===== config.mk =====
export PLATFORM = sky130hd
export DESIGN_NAME = hilo_unit
export DESIGN_NICKNAME = d
export VERILOG_FILES = /design/src/rtl/hilo_unit.sv
export SDC_FILE = /design/constraint.sdc
export NUM_CORES = 1
export LEC_CHECK = 0
export CAP_MARGIN = 25
export CORE_MARGIN = 10
export CORE_UTILIZATION = 45
export CTS_BUF_LIST = sky130_fd_sc_hd__clkbuf_2 sky130_fd_sc_hd__clkbuf_4 sky130_fd_sc_hd__clkbuf_8
export DETAILED_ROUTE_END_ITERATION = 7
export PLACE_DENSITY = 0.75
export SLEW_MARGIN = 20
export SYNTH_ARGS = -nofsm -noshare
export SYNTH_HDL_FRONTEND = slang
export SYNTH_SLANG_ARGS = --single-unit

===== constraint.sdc =====
create_clock -name clk -period 1.6 [get_ports clk]
set_clock_uncertainty 0.2 [all_clocks]
set_input_delay 0.4 -clock clk [delete_from_list [all_inputs] [get_ports clk]]
set_output_delay 0.4 -clock clk [all_outputs]
set_load 0.01 [all_outputs]

===== src/rtl/hilo_unit.sv =====
// -----------------------------------------------------------------------------
// hilo_unit
//
// Architectural HI/LO register pair with a two-slot (MEM, WB) in-flight write
// pipeline sitting right behind the EXE-stage multiply/divide unit. Writes are
// captured at EXE, travel through the MEM and WB slots, and only reach the
// architectural registers at WB so that an exception can still cancel them.
// MADD/MSUB accumulation happens on the MEM->WB step, where the base value is
// whatever the WB slot is about to commit (or the architectural value).
//
// Ports:
//   clk, rst             core clock, synchronous active-high reset
//   Pipe_Advance         pipeline moves this cycle
//   Flush                exception flush: kills EXE capture and the MEM slot
//   EXE_Finish           mult/div result valid (with EXE_MULTDIVtoHI/LO)
//   EXE_MultiExtendOp    00 write, 01 accumulate add, 10 accumulate subtract
//   EXE_IsMTHI/IsMTLO    MTHI/MTLO in EXE, data on EXE_MTData
//   EXE_ReadHILO         EXE instruction reads HI/LO
//   EXE_HI, EXE_LO       forwarded HI/LO as seen by EXE
//   HILO_Stall           EXE must hold, its value is still being accumulated
//   HI, LO               architectural registers
//
// Configuration macro: HILO_ACC_EN
//   defined   -> MADD/MSUB accumulate path and its stall are built
//   undefined -> EXE_MultiExtendOp ignored, every entry is a plain write,
//                HILO_Stall is tied low
// -----------------------------------------------------------------------------
module hilo_unit (
  input  logic        clk,
  input  logic        rst,
  input  logic        Pipe_Advance,
  input  logic        Flush,
  input  logic        EXE_Finish,
  input  logic [31:0] EXE_MULTDIVtoHI,
  input  logic [31:0] EXE_MULTDIVtoLO,
  input  logic [1:0]  EXE_MultiExtendOp,
  input  logic        EXE_IsMTHI,
  input  logic        EXE_IsMTLO,
  input  logic [31:0] EXE_MTData,
  input  logic        EXE_ReadHILO,
  output logic [31:0] EXE_HI,
  output logic [31:0] EXE_LO,
  output logic        HILO_Stall,
  output logic [31:0] HI,
  output logic [31:0] LO
);

  // MEM slot: may still hold an unresolved accumulate request
  logic        r_memValid;
  logic        r_memWeHi;
  logic        r_memWeLo;
  logic [31:0] r_memHi;
  logic [31:0] r_memLo;

  // WB slot: always fully resolved, so it carries no op field
  logic        r_wbValid;
  logic        r_wbWeHi;
  logic        r_wbWeLo;
  logic [31:0] r_wbHi;
  logic [31:0] r_wbLo;

  // Architectural registers
  logic [31:0] r_hi;
  logic [31:0] r_lo;

  // EXE capture candidate
  logic        w_capValid;
  logic        w_capWeHi;
  logic        w_capWeLo;
  logic [31:0] w_capHi;
  logic [31:0] w_capLo;

  // MEM entry as it will land in WB, and MEM forwarding eligibility
  logic [63:0] w_resolved;
  logic        w_memFwdHi;
  logic        w_memFwdLo;

  // Build the entry EXE would hand to MEM. A mult/div result wins over
  // MTHI/MTLO and writes both halves; MTHI and MTLO together write both
  // halves with the same rs value.
  always_comb begin
    w_capWeHi  = EXE_Finish || EXE_IsMTHI;
    w_capWeLo  = EXE_Finish || EXE_IsMTLO;
    w_capValid = !Flush && (EXE_Finish || EXE_IsMTHI || EXE_IsMTLO);
    w_capHi    = EXE_Finish ? EXE_MULTDIVtoHI : EXE_MTData;
    w_capLo    = EXE_Finish ? EXE_MULTDIVtoLO : EXE_MTData;
  end

`ifdef HILO_ACC_EN
  typedef enum logic [1:0] {
    OP_WRITE = 2'b00,
    OP_ADD   = 2'b01,
    OP_SUB   = 2'b10
  } acc_op_e;

  acc_op_e     r_memOp;
  acc_op_e     w_capOp;
  logic [63:0] w_base;

  // Only a mult/div result can accumulate; the reserved encoding 11 and all
  // MT* entries behave as a plain write.
  always_comb begin
    w_capOp = OP_WRITE;
    if (EXE_Finish) begin
      case (EXE_MultiExtendOp)
        2'b01:   w_capOp = OP_ADD;
        2'b10:   w_capOp = OP_SUB;
        default: w_capOp = OP_WRITE;
      endcase
    end
  end

  // The accumulate base is chosen per half: the WB slot is older than MEM
  // and commits on this same edge, so its written halves supersede the
  // architectural value. The 64-bit add/subtract wraps modulo 2^64.
  always_comb begin
    w_base[63:32] = (r_wbValid && r_wbWeHi) ? r_wbHi : r_hi;
    w_base[31:0]  = (r_wbValid && r_wbWeLo) ? r_wbLo : r_lo;
    case (r_memOp)
      OP_ADD:  w_resolved = w_base + {r_memHi, r_memLo};
      OP_SUB:  w_resolved = w_base - {r_memHi, r_memLo};
      default: w_resolved = {r_memHi, r_memLo};
    endcase
  end

  // An accumulate in MEM has no usable value yet: readers must stall and
  // forwarding skips past it to the older WB/architectural value.
  assign HILO_Stall = EXE_ReadHILO && r_memValid && (r_memOp != OP_WRITE);
  assign w_memFwdHi = r_memValid && r_memWeHi && (r_memOp == OP_WRITE);
  assign w_memFwdLo = r_memValid && r_memWeLo && (r_memOp == OP_WRITE);
`else
  logic w_unusedIn;

  // Without the accumulate path every MEM entry already holds final data.
  assign w_unusedIn = ^{EXE_MultiExtendOp, EXE_ReadHILO};
  assign w_resolved = {r_memHi, r_memLo};
  assign HILO_Stall = 1'b0;
  assign w_memFwdHi = r_memValid && r_memWeHi;
  assign w_memFwdLo = r_memValid && r_memWeLo;
`endif

  // Forwarding priority per half: MEM slot, then WB slot, then architectural.
  assign EXE_HI = w_memFwdHi ? r_memHi :
                  (r_wbValid && r_wbWeHi) ? r_wbHi : r_hi;
  assign EXE_LO = w_memFwdLo ? r_memLo :
                  (r_wbValid && r_wbWeLo) ? r_wbLo : r_lo;

  assign HI = r_hi;
  assign LO = r_lo;

  // Slot and architectural state. Nothing moves unless the pipe advances.
  // On a flush the WB entry still commits (it is older than the excepting
  // instruction) while the MEM entry and the EXE capture are dropped.
  always_ff @(posedge clk) begin
    if (rst) begin
      r_hi       <= '0;
      r_lo       <= '0;
      r_memValid <= 1'b0;
      r_memWeHi  <= 1'b0;
      r_memWeLo  <= 1'b0;
      r_memHi    <= '0;
      r_memLo    <= '0;
      r_wbValid  <= 1'b0;
      r_wbWeHi   <= 1'b0;
      r_wbWeLo   <= 1'b0;
      r_wbHi     <= '0;
      r_wbLo     <= '0;
`ifdef HILO_ACC_EN
      r_memOp    <= OP_WRITE;
`endif
    end else if (Pipe_Advance) begin
      if (r_wbValid && r_wbWeHi) r_hi <= r_wbHi;
      if (r_wbValid && r_wbWeLo) r_lo <= r_wbLo;

      r_wbValid  <= r_memValid && !Flush;
      r_wbWeHi   <= r_memWeHi;
      r_wbWeLo   <= r_memWeLo;
      r_wbHi     <= w_resolved[63:32];
      r_wbLo     <= w_resolved[31:0];

      r_memValid <= w_capValid;
      r_memWeHi  <= w_capWeHi;
      r_memWeLo  <= w_capWeLo;
      r_memHi    <= w_capHi;
      r_memLo    <= w_capLo;
`ifdef HILO_ACC_EN
      r_memOp    <= w_capOp;
`endif
    end
  end

endmodule


# ---- After elaboration in Yosys (flattened, before gate mapping)
# Index checks and enable logic that the tools add are counted.
dict set report classes {
  add_sub_neg 0
  multipliers 0
  div 0
  order_cmp 0
  n_eq_ne 0
  shift 0
  mux 6
  bitwise_logic 0
  n_reduce_logical 10
}
# cell n
set op_table {}
lappend op_table {{two-way mux 32 bit} 6}
lappend op_table {{logical AND 1 bit} 6}
lappend op_table {{logical OR 1 bit} 3}
lappend op_table {{zero test 1 bit} 1}
dict set report word_totals {
  ff_bits 198
  latch_bits 0
  ramBits 0
  romBits 0
  in_bits 106
  output_inout_bits 129
  wordCells 28
  mem_count 0
}

# ---- Logic depth before layout (Yosys ltp)
# Gate-level depths: netlist of run 1.
dict set report depth {
  ltp_word 3
  mapped_depth 6
  depth_no_buf 3
}

# ---- Worst setup path before layout of run 1
# No wires, ideal clock.
dict set report synth_timing {
  kind {register -> output}
  from {register r_wbValid}
  to {output port EXE_HI[10]}
  t_arrival_ps 1119
  t_required_ps 1000
  setup_slack_ps -119
  stages_incl_launch_ff 6
  n_path_buf 2
  cell_sequence {dfxtp_1 -> clkbuf_2 -> nand2_2 -> buf_6 -> mux2i_1 -> o21ai_0}
}
dict set report synth_via {
  elab_chain_cells 3
}
# item line_no
set synth_lines {}
lappend synth_lines {{start: declaration} 56} ;# logic r_wbValid;
lappend synth_lines {{start signal: assignment} 175} ;# r_wbValid <= r_memValid && !Flush;
lappend synth_lines {{logical AND 1 bit} 144} ;# (r_wbValid && r_wbWeHi) ? r_wbHi : r_hi;
lappend synth_lines {{two-way mux 32 bit} n/a}
lappend synth_lines {{two-way mux 32 bit} 143} ;# assign EXE_HI = w_memFwdHi ? r_memHi :
lappend synth_lines {{end: declaration} 41} ;# output logic [31:0] EXE_HI,
# No other way between the ends.

# ---- Final worst setup path of run 1
dict set report layout_timing {
  from {register r_memValid}
  to {output port EXE_LO[5]}
}
dict set report layout_via {
  elab_chain_cells 2
}
# item line_no
set layout_lines {}
lappend layout_lines {{start: declaration} 49} ;# logic r_memValid;
lappend layout_lines {{start signal: assignment} 181} ;# r_memValid <= w_capValid;
lappend layout_lines {{logical AND 1 bit} 139} ;# assign w_memFwdLo = r_memValid && r_memWeLo;
lappend layout_lines {{two-way mux 32 bit} 145} ;# assign EXE_LO = w_memFwdLo ? r_memLo :
lappend layout_lines {{end: declaration} 42} ;# output logic [31:0] EXE_LO,
# No other way between the ends.

==> flow_metrics.env, run 1 <==
export IMPL_status="finished with violations"
export IMPL_violations="setup timing"
export IMPL_setup_ws_ns=-0.7619
export IMPL_synth_top_family_by_area="multiplexers"
export IMPL_setup_worst_path_class="flip-flop to output port"
export IMPL_coreArea_mm2=0.01953
export IMPL_start_util_pct=45.82
export IMPL_synth_compound_area_share_pct=12.83
export IMPL_grt_max_degree=46
export IMPL_grt_total_usage_pct=24.07
export IMPL_ctsHoldBuffers=0
export IMPL_layout_nets=1593
export IMPL_yosys_area_share_adder_pct=0
export IMPL_finalCritPeriodShare_pct=147.6
export IMPL_vias_per_cell=5.255
export IMPL_wirelength_mm=34.23
export IMPL_power_mw=9.987
export IMPL_synth_area_mux_share_pct=21.71
export IMPL_cp_required_ns=1.00
export IMPL_grt_pass1_vias=9374
export IMPL_synth_warnings=0
export IMPL_drv_cap=0
export IMPL_place_ws_ns=-0.7403
export IMPL_syn_to_final_growth_pct=64.94
export IMPL_cts_max_level=4
export IMPL_hold_class="primary input to flip-flop"
export IMPL_die_area_mm2=0.02592
export IMPL_rsz0062_at_grt="yes"
export IMPL_drt_iter0_drc=548
export IMPL_cp_max_fo=7
export IMPL_synth_cells=1018
export IMPL_end_kind="output port"
export IMPL_power_leakage_nw=7.073
export IMPL_clk_latency_ns=0.47
export IMPL_clock_root_buffer="clkbuf_8"
export IMPL_drc=0
export IMPL_max_vdd_ir_drop_mv=0.4769
export IMPL_yosysSeqAreaShare_pct=44.31
export IMPL_finalMaxSlewViolations=0
export IMPL_gp_congestion=0.8679
export IMPL_hold_viol=0
export IMPL_wl_per_cell_um=19.36
export IMPL_tns_ns=-44.20
export IMPL_synth_seq_cells=198
export IMPL_num_io_pins=235
export IMPL_clockBufferDepth=2
export IMPL_rows=51
export IMPL_io_buffers=230
export IMPL_dieWidth_um=161.0
export IMPL_fmaxAchievable_mhz=423.4
export IMPL_grt_pass1_wl_mm=50.40
export IMPL_arrival_ns=1.76
export IMPL_syn_area_per_cell_um2=8.788
export IMPL_synthXorXnorAreaFrac_pct=0
export IMPL_layout_min_cycle_time_ns=2.362
export IMPL_rrSetupSlack_ns=-0.08
export IMPL_hpwl_mm=22.30
export IMPL_start_kind="flip-flop"
export IMPL_drtAntennaViolNets=0
export IMPL_hold_ws_ns=0.07543
export IMPL_cts_made_buffers=17
export IMPL_finalSetupViolCount=128
export IMPL_p_per_area_mw_per_mm2=676.8
export IMPL_netlist_area_mm2=0.008946
export IMPL_drive_gt1_share_pct=41.27
export IMPL_synth_simple_area_share_pct=14.52
export IMPL_dpl_cell_count=1677
export IMPL_cts_tree="built"
export IMPL_die_y_um=161.0
export IMPL_vias=9291
export IMPL_finalNonFillerCells=1768
export IMPL_clkSinkCount=198
export IMPL_overflow=0
export IMPL_antenna_found_initial=3
export IMPL_syn_num_nets=1124
export IMPL_cts_clk_slew_worst_paths_ns=0.11
export IMPL_ys_types=24
export IMPL_drt_pass1_iter_count=7
[placed cells by master (no fill, tap or decap), drive strengths merged, types with 2 or more instances in the layout]
master	count
clkinvlp	2
clkinv	5
mux2i	194
dfxtp	198
buf	432
clkbuf	27
and3	2
nand2	194
nor2	135
diode	3
a21oi	65
nand3	3
a211oi	66
inv	7
o21ai	64
and2	2
clkdlybuf4s50	99
[Yosys cell counts]
library cell | count | share of area, %
nor2_1 | 135 | 5.7
and2_1 | 2 | 0.14
or3_1 | 1 | 0.070
buf_2 | 25 | 1.4
a211oi_1 | 66 | 5.5
nand2_1 | 192 | 8.1
buf_4 | 11 | 0.92
and3_1 | 2 | 0.14
a31oi_1 | 1 | 0.070
inv_1 | 1 | 0.042
buf_6 | 13 | 1.6
conb_1 | 1 | 0.042
clkbuf_2 | 1 | 0.056
nand3_1 | 3 | 0.17
buf_12 | 5 | 1.1
clkbuf_1 | 32 | 1.3
mux2i_1 | 194 | 22
nand2_2 | 2 | 0.14
buf_1 | 2 | 0.084
nor2b_1 | 1 | 0.070
nand2b_1 | 1 | 0.070
a21oi_1 | 65 | 3.6
dfxtp_1 | 198 | 44
o21ai_0 | 64 | 3.6
[stage by stage]
step           utilization, %  instance area, um^2
6_report                75.57                14760
5_1_grt                 75.55                14750
4_1_cts                 72.56                14170
3_5_place_dp            67.64                13210
3_3_place_gp            67.64                13210
2_1_floorplan               -                 8979
[cell type report]
class / count / area (um^2)
timing repair buffer: 539 / 5261
fill: 1375 / 4771
multi-input combinational: 730 / 4726
sequential: 198 / 4053
tap: 265 / 331.6
clock buffer: 19 / 255.2
clock inverter: 13 / 117.6
antenna: 3 / 7.507
inverter: 1 / 3.754
[registers in the layout, indices dropped and copies added (netlist names), 32 cells and up]
name     flops
r_memLo     32
r_memHi     32
r_wbHi      32
HI          32
LO          32
r_wbLo      32
[worst paths after layout]
kind / startpoint / endpoint / depth (start not counted)
max: r_memValid$_SDFFE_PP0P_ / EXE_LO[5] / 8
min: rst / r_wbHi[24]$_SDFFE_PP0P_ / 2
max reg2reg: r_wbValid$_SDFFE_PP0P_ / HI[14]$_SDFFE_PP0P_ / 5
min reg2reg: r_wbHi[2]$_SDFFE_PP0P_ / HI[2]$_SDFFE_PP0P_ / 2
[critical path, cell delays in order, from the launching register on]
cell and delay, ns:
dfxtp_2 0.36, and2_4 0.18, buf_8 0.12, buf_12 0.11
buf_8 0.13, buf_6 0.10, nand2_2 0.05, o21ai_2 0.07
buf_2 0.17
[power breakdown]
part | switching, mW | total, mW | internal (mW)
logic | 0.709 | 1.59 | 0.882
registers | 0.145 | 5.27 | 5.13
clock network | 1.93 | 3.12 | 1.19
[routing by layer]
layer	wire length [um]	GRT usage (%)	part of all wire, %	vias up
li1	-	-	-	4431
met1	13810	27.55	40	4479
met2	17060	41.71	50	330
met3	2335	6.736	6.8	51
met4	1022	9.222	3.0	0
met5	0	0	0	-
[cells by family after synthesis]
kind of cell,Yosys count
AO/OA/AOI/OAI,196
buffers and inverters,90
flip-flops,198
AND/OR/NAND/NOR,339
other,1
multiplexers,194
[what timing repair did]
action	CTS	global route
buffers inserted	24	47
gates resized for setup	798	107
gates cloned	4	7
setup endpoints to repair	130	128
pin swaps	12	25
Note: power is estimated with default switching activity, not from simulation.
==> inputs of run 2 (changes only) <==
CTS_BUF_LIST = unset   (was sky130_fd_sc_hd__clkbuf_2 sky130_fd_sc_hd__clkbuf_4 sky130_fd_sc_hd__clkbuf_8)
==> run 2 against run 1 <==
  * The run still ends with setup timing left
  * Final area is 1.4% lower
  * Flip-flop and latch count is the same
  * Critical endpoint is now EXE_LO[7]
  * Global-route usage shrank 0.37 points
  * Total power up 9.9%
  * Sequential share of layout area grew 0.37 points
  * Critical path type unchanged
  * Maximum frequency up 4.3%
  * Hold slack gained 0.031 ns
  * Cell count decreased by 0.68%
  * Die area is the same
  * Worst setup slack improved by 0.097 ns
  * Utilization down 1.0 points
==> flow_metrics.env, run 2 (synthesized netlist as in run 1, its figures left out) <==
export IMPL_status="finished with violations"
export IMPL_violations="setup timing"
export IMPL_finalNonFillerCells=1756
export IMPL_power_mw=10.97
export IMPL_start_kind="flip-flop"
export IMPL_clock_root_buffer="clkbuf_16"
export IMPL_drt_pass1_iter_count=5
export IMPL_coreArea_mm2=0.01953
export IMPL_cts_tree="built"
export IMPL_drive_gt1_share_pct=38.42
export IMPL_end_kind="output port"
export IMPL_die_y_um=161.0
export IMPL_layout_nets=1582
export IMPL_hpwl_mm=22.30
export IMPL_grt_max_degree=46
export IMPL_clk_latency_ns=0.44
export IMPL_wirelength_mm=33.55
export IMPL_tns_ns=-36.65
export IMPL_grt_total_usage_pct=23.70
export IMPL_die_area_mm2=0.02592
export IMPL_overflow=0
export IMPL_rr_endpoint="HI[12]$_SDFFE_PP0P_"
export IMPL_antenna_found_initial=2
export IMPL_place_ws_ns=-0.7403
export IMPL_clkSinkCount=198
export IMPL_crit_path_start="r_wbValid$_SDFFE_PP0P_"
export IMPL_wl_per_cell_um=19.11
export IMPL_finalMaxSlewViolations=0
export IMPL_hold_class="primary input to flip-flop"
export IMPL_layout_commonest_cell="mux2i_1"
export IMPL_drtAntennaViolNets=0
export IMPL_cts_max_level=4
export IMPL_max_vdd_ir_drop_mv=0.7361
export IMPL_grt_pass1_vias=9297
export IMPL_layout_min_cycle_time_ns=2.265
export IMPL_grt_pass1_wl_mm=49.85
export IMPL_drv_cap=0
export IMPL_cp_required_ns=1.00
export IMPL_worst_r2r_cell_count=5
export IMPL_rows=51
export IMPL_rsz0062_at_grt="yes"
export IMPL_cts_clk_slew_worst_paths_ns=0.08
export IMPL_finalSetupViolCount=65
export IMPL_power_leakage_nw=6.904
export IMPL_gp_congestion=0.8679
export IMPL_ctsHoldBuffers=0
export IMPL_num_io_pins=235
export IMPL_fmaxAchievable_mhz=441.5
export IMPL_rrSetupSlack_ns=0.06
export IMPL_setup_worst_path_class="flip-flop to output port"
export IMPL_cts_made_buffers=17
export IMPL_syn_to_final_growth_pct=62.69
export IMPL_finalCritPeriodShare_pct=141.6
export IMPL_arrival_ns=1.66
export IMPL_mostFrequentLayoutCells="190 x mux2i_1, 189 x buf_4, 176 x nand2_1"
export IMPL_drc=0
export IMPL_hold_ws_ns=0.1067
export IMPL_dieWidth_um=161.0
export IMPL_vias_per_cell=5.227
export IMPL_vias=9178
export IMPL_setup_ws_ns=-0.6649
export IMPL_clockBufferDepth=2
export IMPL_io_buffers=230
export IMPL_dpl_cell_count=1677
export IMPL_start_util_pct=45.82
export IMPL_cp_max_fo=7
export IMPL_p_per_area_mw_per_mm2=753.8
export IMPL_rr_startpoint="r_wbValid$_SDFFE_PP0P_"
export IMPL_crit_end="EXE_LO[7]"
export IMPL_hold_viol=0
export IMPL_drt_iter0_drc=552
==> run 2: cell types whose count changed in the layout (fill, tap and decap cells not counted), moves of 12 or more <==
cell	before	now
clkbuf_16	6	21
clkbuf_8	19	2
nand2_1	159	176
nand2_4	13	1
o21ai_1	32	44
o21ai_2	32	20
==> run 2: worst min path at each step <==
stage / start / end / slack [ns] / cells past startpoint
after floorplan: r_wbHi[0]$_SDFFE_PP0P_ / HI[0]$_SDFFE_PP0P_ / 0.24 / 2
after global placement: r_wbLo[15]$_SDFFE_PP0P_ / LO[15]$_SDFFE_PP0P_ / 0.26 / 2
after detailed placement: HI[16]$_SDFFE_PP0P_ / HI[16]$_SDFFE_PP0P_ / 0.27 / 2
after CTS: rst / r_wbHi[25]$_SDFFE_PP0P_ / 0.09 / 2
after global routing: rst / r_wbHi[25]$_SDFFE_PP0P_ / 0.10 / 2
final: rst / r_wbHi[26]$_SDFFE_PP0P_ / 0.11 / 2
==> run 2: layout make-up <==
| class | count | area (um^2) |
|---|---|---|
| fill | 1388 | 4972 |
| tap | 265 | 331.6 |
| multi-input combinational | 730 | 4559 |
| clock inverter | 13 | 117.6 |
| sequential | 198 | 4051 |
| timing repair buffer | 528 | 5042 |
| antenna | 2 | 5.005 |
| clock buffer | 19 | 442.9 |
| inverter | 1 | 3.754 |
==> run 2: power breakdown <==
group / switching, mW / internal, mW
Sequential: 0.131 / 5.12
Clock: 2.07 / 2.09
Combinational: 0.691 / 0.862
==> run 2: what timing repair did <==
action                                  in CTS  in global routing
endpoints found under the setup margin     129                124
cloned                                       3                  4
resized for setup                          779                 64
pin swaps                                   10                 17
setup buffers                               15                 50
==> run 2: routing by layer <==
layer,GRT usage [%],wire length (um),vias to the layer above
met3,7.168,2244,46
met1,27.16,13640,4404
met2,41.24,16870,320
met5,0,0,-
li1,-,-,4408
met4,7.734,803,0
==> run 2: metrics by stage <==
stage               utilization (%)  instance area, um^2
detailed placement            67.64                13210
floorplan                         -                 8979
global placement              67.64                13210
global route                  74.52                14550
finish                        74.54                14550
CTS                           72.56                14170
==> run 2: worst max-delay path: stages (launching register included) <==
cell	delay [ns]
dfxtp_4	0.43
nand2_8	0.10
buf_8	0.15
buf_4	0.14
mux2i_1	0.11
o21ai_1	0.14
buf_2	0.16
==> inputs of run 3 (changes only) <==
CTS_BUF_LIST = sky130_fd_sc_hd__clkbuf_4   (was unset)
==> run 3 against run 2 <==
  * The flow still finishes with violations (setup timing)
  * Sequential share of layout area up 0.54 points
  * Wire length down 0.20%
  * Utilization down 1.3 points
  * Global-route usage down 0.33 points
  * Non-clock buffer count down 1
  * Largest cell class unchanged
  * Highest routed layer unchanged
==> flow_metrics.env, run 3 (synthesized netlist as in run 1, its figures left out) <==
export IMPL_status="finished with violations"
export IMPL_violations="setup timing"
export IMPL_final_seq_area_mm2=0.004055
export IMPL_mostFrequentLayoutCells="191 x mux2i_1, 185 x buf_4, 184 x nand2_1"
export IMPL_vias=9255
export IMPL_tns_ns=-58.68
export IMPL_layout_nets=1582
export IMPL_grt_pass1_vias=9201
export IMPL_drive_gt1_share_pct=38.28
export IMPL_cts_clk_slew_worst_paths_ns=0.15
export IMPL_finalMaxSlewViolations=0
export IMPL_clk_latency_ns=0.59
export IMPL_start_util_pct=45.82
export IMPL_drt_pass1_iter_count=8
export IMPL_hold_class="primary input to flip-flop"
export IMPL_placement_cell_area_mm2=0.01321
export IMPL_hpwl_mm=22.30
export IMPL_fillers=1459
export IMPL_setup_ws_ns=-0.8248
export IMPL_grt_use_met1_pct=27.08
export IMPL_dieWidth_um=161.0
export IMPL_drv_cap=0
export IMPL_hold_viol=0
export IMPL_multi_input_area_mm2=0.004577
export IMPL_layout_min_cycle_time_ns=2.425
export IMPL_rows=51
export IMPL_arrival_ns=1.82
export IMPL_cp_max_fo=7
export IMPL_power_leakage_nw=6.747
export IMPL_cp_required_ns=1.00
export IMPL_cts_tree="built"
export IMPL_grt_pass1_wl_mm=49.11
export IMPL_place_ws_ns=-0.7403
export IMPL_p_per_area_mw_per_mm2=655.5
export IMPL_finalCritPeriodShare_pct=151.5
export IMPL_clockBufferDepth=2
export IMPL_wirelength_mm=33.49
export IMPL_start_kind="flip-flop"
export IMPL_grt_total_usage_pct=23.37
export IMPL_coreArea_mm2=0.01953
export IMPL_syn_to_final_growth_pct=59.75
export IMPL_vias_per_cell=5.265
export IMPL_io_buffers=230
export IMPL_drc=0
export IMPL_hold_ws_ns=0.1716
export IMPL_finalNonFillerCells=1758
export IMPL_grt_busiest_layer="met2"
export IMPL_fmaxAchievable_mhz=412.4
export IMPL_finalSetupViolCount=160
export IMPL_drtAntennaViolNets=0
export IMPL_max_vdd_ir_drop_mv=0.4276
export IMPL_die_y_um=161.0
export IMPL_end_kind="output port"
export IMPL_use_met2_pct=40.26
export IMPL_wl_per_cell_um=19.05
export IMPL_clkSinkCount=198
export IMPL_cts_max_level=4
export IMPL_rsz0062_at_grt="yes"
export IMPL_num_io_pins=235
export IMPL_overflow=0
export IMPL_layout_commonest_cell="mux2i_1"
export IMPL_die_area_mm2=0.02592
export IMPL_cts_made_buffers=17
export IMPL_dpl_cell_count=1677
export IMPL_clock_root_buffer="clkbuf_4"
export IMPL_antenna_found_initial=4
export IMPL_met3_usage_pct=6.914
export IMPL_setup_worst_path_class="flip-flop to output port"
export IMPL_gp_congestion=0.8679
export IMPL_grt_max_degree=46
export IMPL_fin_area_mm2=0.01429
export IMPL_drt_iter0_drc=575
run 3: cell type report:
cell class	count	share of cell area, %
well taps	265	2.320
flip-flops and latches	198	28.38
repair buffers	527	35.39
multi-input cells	731	32.03
clock inverters	14	0.8492
clock buffers	18	0.9455
diodes	4	0.07004
inverters	1	0.02627
run 3: where the power goes:
part           total [mW]  switching [mW]  internal [mW]
logic                1.53           0.686          0.848
registers            5.26           0.128           5.13
clock network        2.58            1.89          0.686
total                9.37            2.70           6.67
run 3: path summary, 6_finish.rpt:
path / start / end / slack, ns / cells past startpoint
setup / recovery: r_wbValid$_SDFFE_PP0P_ / EXE_LO[1] / -0.82 / 6
hold / removal: EXE_Finish / r_memValid$_SDFFE_PP0P_ / 0.17 / 4
setup reg to reg: r_wbValid$_SDFFE_PP0P_ / HI[24]$_SDFFE_PP0P_ / -0.09 / 7
hold reg to reg: r_wbHi[2]$_SDFFE_PP0P_ / HI[2]$_SDFFE_PP0P_ / 0.29 / 2
run 3: repair_timing:
| item | CTS | global route |
|---|---|---|
| cloned | 3 | 7 |
| hold endpoints to repair | 21 | 0 |
| gates resized for setup | 774 | 72 |
| endpoints found under the setup margin | 130 | 149 |
| hold buffers | 2 | 0 |
| buffers inserted | 14 | 43 |
| pin swaps | 10 | 17 |
run 3: critical path, cell delays in order (launching register included):
cell	delay, ns
dfxtp_4	0.44
nand2_8	0.09
buf_8	0.15
buf_6	0.12
mux2i_1	0.13
o21ai_1	0.15
buf_2	0.17
run 3: routing by layer:
metal  part of all wire, %  up-vias
li1                      -     4401
met1                    41     4472
met2                    50      324
met3                   7.2       58
met4                   2.5        0
met5                     0        -
run 3: stage by stage:
step / power (mW) / util [%]
global route: 9.728 / 73.18
detailed placement: 6.842 / 67.64
floorplan: 5.981 / -
global placement: 6.812 / 67.64
finish: 9.368 / 73.19
CTS: 9.345 / 70.97
